## config.mk

```make
export PLATFORM = sky130hd
export DESIGN_NAME = regwr_arbiter
export DESIGN_NICKNAME = d
export VERILOG_FILES = /design/src/rtl/regwr_arbiter.sv
export SDC_FILE = /design/constraint.sdc
export NUM_CORES = 1
export LEC_CHECK = 0
export CAP_MARGIN = 20
export CORE_MARGIN = 5
export CORE_UTILIZATION = 35
export CTS_BUF_LIST = sky130_fd_sc_hd__clkbuf_8 sky130_fd_sc_hd__clkbuf_16
export DETAILED_ROUTE_END_ITERATION = 8
export GPL_ROUTABILITY_DRIVEN = 0
export GPL_TIMING_DRIVEN = 0
export PLACE_DENSITY = 0.78
export SYNTH_ARGS = -nofsm -noshare
export SYNTH_HDL_FRONTEND = slang
export SYNTH_SLANG_ARGS = --single-unit
export TNS_END_PERCENT = 100
```

## constraint.sdc

```tcl
create_clock -name clk_i -period 2.9 [get_ports clk_i]
set_input_delay 0.725 -clock clk_i [delete_from_list [all_inputs] [get_ports clk_i]]
set_output_delay 0.725 -clock clk_i [all_outputs]
set_load 0.01 [all_outputs]
```

## src/rtl/regwr_arbiter.sv

```systemverilog
// regwr_arbiter: round-robin arbiter sharing the register-file write port among NREQ requesters.
// Ports:
//   clk_i        rising-edge clock
//   rst_ni       synchronous active-low reset
//   req_valid_i  per-requester write request
//   req_addr_i   destination register, requester i at [i*AW +: AW]
//   req_data_i   write data, requester i at [i*DW +: DW]
//   req_ready_o  one-hot accept (valid & ready on an edge = transfer)
//   hold_i       register-file stall, blocks all grants
//   loadsel_o    load select to decoder, 6'd32 when idle
//   wr_en_o      write strobe accompanying loadsel_o/wr_data_o
//   wr_data_o    write data to the register file
//   grant_id_o   requester whose write is on the output
//   wr_count_o   committed write count, saturating
module regwr_arbiter #(
    parameter int NREQ = 3,
    parameter int DW   = 32,
    parameter int AW   = 5
) (
    input  logic               clk_i,
    input  logic               rst_ni,
    input  logic [NREQ-1:0]    req_valid_i,
    input  logic [NREQ*AW-1:0] req_addr_i,
    input  logic [NREQ*DW-1:0] req_data_i,
    output logic [NREQ-1:0]    req_ready_o,
    input  logic               hold_i,
    output logic [5:0]         loadsel_o,
    output logic               wr_en_o,
    output logic [DW-1:0]      wr_data_o,
    output logic [1:0]         grant_id_o,
    output logic [15:0]        wr_count_o
);
    logic [1:0]    rr_q, rr_d, gnt, gid_q, gid_d;
    logic          found, wr_en_q, wr_en_d;
    logic [5:0]    ls_q, ls_d;
    logic [DW-1:0] wd_q, wd_d;
    logic [15:0]   cnt_q, cnt_d;

    // Ready looks only at valid, pointer, hold and reset so grants run back-to-back.
    always_comb begin
        found = 1'b0;
        gnt   = '0;
        for (int k = 0; k < NREQ; k++) begin
            if (!found && req_valid_i[(int'(rr_q) + k) % NREQ]) begin
                found = 1'b1;
                gnt   = 2'((int'(rr_q) + k) % NREQ);
            end
        end
        if (!rst_ni || hold_i) found = 1'b0;
    end

    assign req_ready_o = found ? NREQ'(1) << gnt : '0;

    always_comb begin
        wr_en_d = found;
        ls_d    = found ? {1'b0, req_addr_i[gnt*AW +: AW]} : 6'd32;
        wd_d    = found ? req_data_i[gnt*DW +: DW] : wd_q;
        gid_d   = found ? gnt : gid_q;
        rr_d    = !found ? rr_q : (gnt == 2'(NREQ - 1)) ? 2'd0 : gnt + 2'd1;
        cnt_d   = (wr_en_q && cnt_q != 16'hFFFF) ? cnt_q + 16'd1 : cnt_q;
    end

    always_ff @(posedge clk_i) begin
        if (!rst_ni) begin
            rr_q    <= '0;
            wr_en_q <= 1'b0;
            ls_q    <= 6'd32;
            wd_q    <= '0;
            gid_q   <= '0;
            cnt_q   <= '0;
        end else begin
            rr_q    <= rr_d;
            wr_en_q <= wr_en_d;
            ls_q    <= ls_d;
            wd_q    <= wd_d;
            gid_q   <= gid_d;
            cnt_q   <= cnt_d;
        end
    end

    assign loadsel_o  = ls_q;
    assign wr_en_o    = wr_en_q;
    assign wr_data_o  = wd_q;
    assign grant_id_o = gid_q;
    assign wr_count_o = cnt_q;
endmodule
```

==> impl_metrics.csv <==
group,metric,value,unit
routing,vias_per_cell,5.41,
worst_hold_path,hold_start,"wr_data_o[1]",
routing,drt-initial-drc-count,140,
worst_setup_path,startpoint_type,"flop",
worst_setup_path,startpoint,"rr_q[0]",
finish,drive_above_1_share,16.1,%
timing,drv_slew,0,
synth,async_reset_ff_share,0,%
floorplanning,io_pins,177,
synth,syn_area,3100,um^2
timing,tightest_slew,0.652,ns
finish,fin_cells,667,
finish,multiInputGateArea,1880,um^2
synth,synth_edf_count,0,
cts,cts_max_level,3,
placement,place_ws,-1.36,ns
timing,min_period,3.16,ns
placement,port_buffers,176,
worst_hold_path,hp-class,"reg -> reg",
floorplanning,core-area,8680,um^2
worst_hold_path,min_to,"wr_data_o[1]",
cts,clockBufferDepth,2,
timing,max_freq,317,MHz
status,outcome,"finished with violations",
job,drv_cap,0,
routing,postRouteAntennaNets,0,
floorplanning,num_rows,34,
power,p_leak,2.21,nW
synth,synth_fp_nets,463,
synth,ys_types,52,
synth,synth-seq-area-share,38.2,%
placement,dp.cells,625,
grt,grt_pass1_vias,3682,
finish,final_cell_mix,"169 x clkdlybuf4s50_1, 57 x dfxtp_1, 33 x mux2i_1",
worst_setup_path,crit_type,"reg -> out",
cts,clk_pin_slew,0.07,ns
grt,grt_remaining_overflow,0,
synth,avgSynthCellArea,9.08,um^2
timing,clock_skew,0.00598,ns
cts,cts_buffers,9,
timing,worst_slack,-0.258,ns
timing,finalSetupViolCount,3,
placement,place_hpwl,8.47,mm
synth,syn_inst,341,
floorplanning,die_w,104,um
timing,setup_tns,-0.722,ns
floorplanning,die-area,10800,um^2
cts,cts_tree,"built",
timing,fin_crit_sh,109,%
cts,clock-root-buffer,"clkbuf_8",
worst_setup_path,crit_fanout,4,
grt,grt_pass1_wl,17.9,mm
routing,drc_errors,0,
synth,yosysWarnings,0,
finish,layout.nets,676,
finish,synthToLayoutAreaGrowth,82.2,%
worst_setup_path,r2r-end,"wr_data_o[15]",
finish,regArea,1190,um^2
synth,ys_ff_latch,59,
routing,wl_per_cell,17.3,um
finish,final_util,65.0,%
timing,rsz0062_at_grt,"true",
grt,antenna_found_initial,0,
finish,fillers,727,
grt,grt_max_degree,15,
routing,drt_wl_total,11.5,mm
cts,clkSinkCount,59,
cts,clock_latency,0.33,ns
routing,vias,3606,
synth,ys.flop_type,"dfxtp_1",
worst_setup_path,arrival,2.43,ns
timing,hold_viol_final,0,
timing,relSlewSlack,56.4,%
worst_setup_path,reg2regPathDepth,14,
worst_hold_path,whs_path_depth,2,
worst_setup_path,worstPathRequired,2.17,ns
floorplanning,die_h,104,um
finish,final_common_cell,"clkdlybuf4s50_1",
finish,antenna_cells,0,
routing,dr.pass1.iters,5,
power,power.density,928,nW/um^2
worst_setup_path,endpoint_kind,"primary output",
grt,grt_use_total,19.9,%
floorplanning,initial_utilization,35.7,%
worst_setup_path,r2r_setup_slack,0.21,ns
power,peakVddDrop,0.519,mV
worst_setup_path,rr_startpoint,"rr_q[0]",
status,failed_checks,"negative setup slack",
cts,hold_buffers,0,
[layer usage]
layer	share of wire, %	routed length (um)	vias up	track usage (%)
met5	0	0	-	0
met2	52	6010	163	35.2
met1	38	4360	1692	21.9
li1	-	-	1724	-
met4	2.3	264	0	6.38
met3	7.9	915	27	7.51
[layout make-up]
class / count / share of cell area [%]
Tap cell: 108 / 2.40
Clock inverter: 6 / 1.86
Buffer: 22 / 2.80
Multi-Input combinational cell: 249 / 33.3
Clock buffer: 10 / 2.44
Inverter: 8 / 0.754
Timing Repair Buffer: 205 / 35.4
Sequential cell: 59 / 21.1
[worst max path at each step]
stage | depth (start not counted) | endpoint | slack, ns
after floorplan | 12 | req_ready_o[0] | 0.005
after CTS | 13 | req_ready_o[2] | -0.31
after global routing | 13 | req_ready_o[2] | -0.37
after global placement | 8 | req_ready_o[2] | -1.33
after detailed placement | 8 | req_ready_o[2] | -1.36
final | 13 | req_ready_o[2] | -0.26
[synth_stat cells, types with 2 or more instances]
cell type	instances	area share, %
a211oi_1	4	0.97
a21oi_1	12	1.9
a31o_2	2	0.57
a31oi_1	11	2.2
a32oi_1	33	9.3
and2_1	2	0.40
and3_1	4	0.81
buf_2	7	1.1
buf_6	5	1.8
clkbuf_1	9	1.1
clkbuf_4	2	0.48
dfxtp_1	59	38
ha_1	5	2.0
inv_1	7	0.85
mux2i_1	34	11
nand2_1	12	1.5
nand3_1	15	2.4
nand3b_1	2	0.48
nand4_1	6	1.2
nor2_1	21	2.5
nor2b_1	6	1.2
nor3_1	2	0.32
o211ai_1	2	0.48
o21ai_0	11	1.8
o21ai_1	31	5.0
or3_1	5	1.0
xnor2_1	3	0.85
xor2_1	5	1.4
[where the power goes]
| part | internal [mW] | switching, mW | total, mW |
|---|---|---|---|
| sequential | 1.06 | 0.137 | 1.20 |
| clock | 0.589 | 0.341 | 0.929 |
| combinational | 1.63 | 1.48 | 3.11 |
| total | 3.28 | 1.96 | 5.24 |
[kinds of logic after synthesis]
logic type | synth area share [%]
AOI/OAI and AO/OA | 24.7
and+or+nand+nor | 14.3
DFF | 38.2
muxes | 12.6
buffers and inverters | 5.94
xor gates and xnor gates | 2.26
adders and majority gates | 2.02
[flip-flops by register name, summed over array words and instances, names as in the netlist]
| register | count |
|---|---|
| wr_en_o | 1 |
| wr_data_o | 32 |
| grant_id_o | 2 |
| rr_q | 2 |
| wr_count_o | 16 |
| loadsel_o | 6 |
[critical path, cell delays in order (launching register included)]
cell,delay (ns)
dfxtp_4,0.37
inv_4,0.05
ha_4,0.29
buf_6,0.12
and3b_1,0.18
o21bai_4,0.14
nor3b_4,0.06
or3_1,0.32
buf_6,0.14
inv_8,0.05
buf_6,0.09
nand2_4,0.04
a21oi_2,0.09
buf_2,0.15
[stage by stage]
step	area (um^2)	hold WS, ns	total power [mW]
after detailed placement	5000	0.458	3.62
final	5640	0.475	5.24
after global routing	5640	0.504	5.53
after global placement	5000	0.450	3.56
after CTS	5470	0.476	4.89
after floorplan	3100	0.478	2.62
[timing repair]
action,CTS,global route
setup buffers,16,13
resized for setup,45,24
pin swaps,8,10
endpoints found under the setup margin,3,3
No activity file was read; power rests on OpenSTA's default activity.
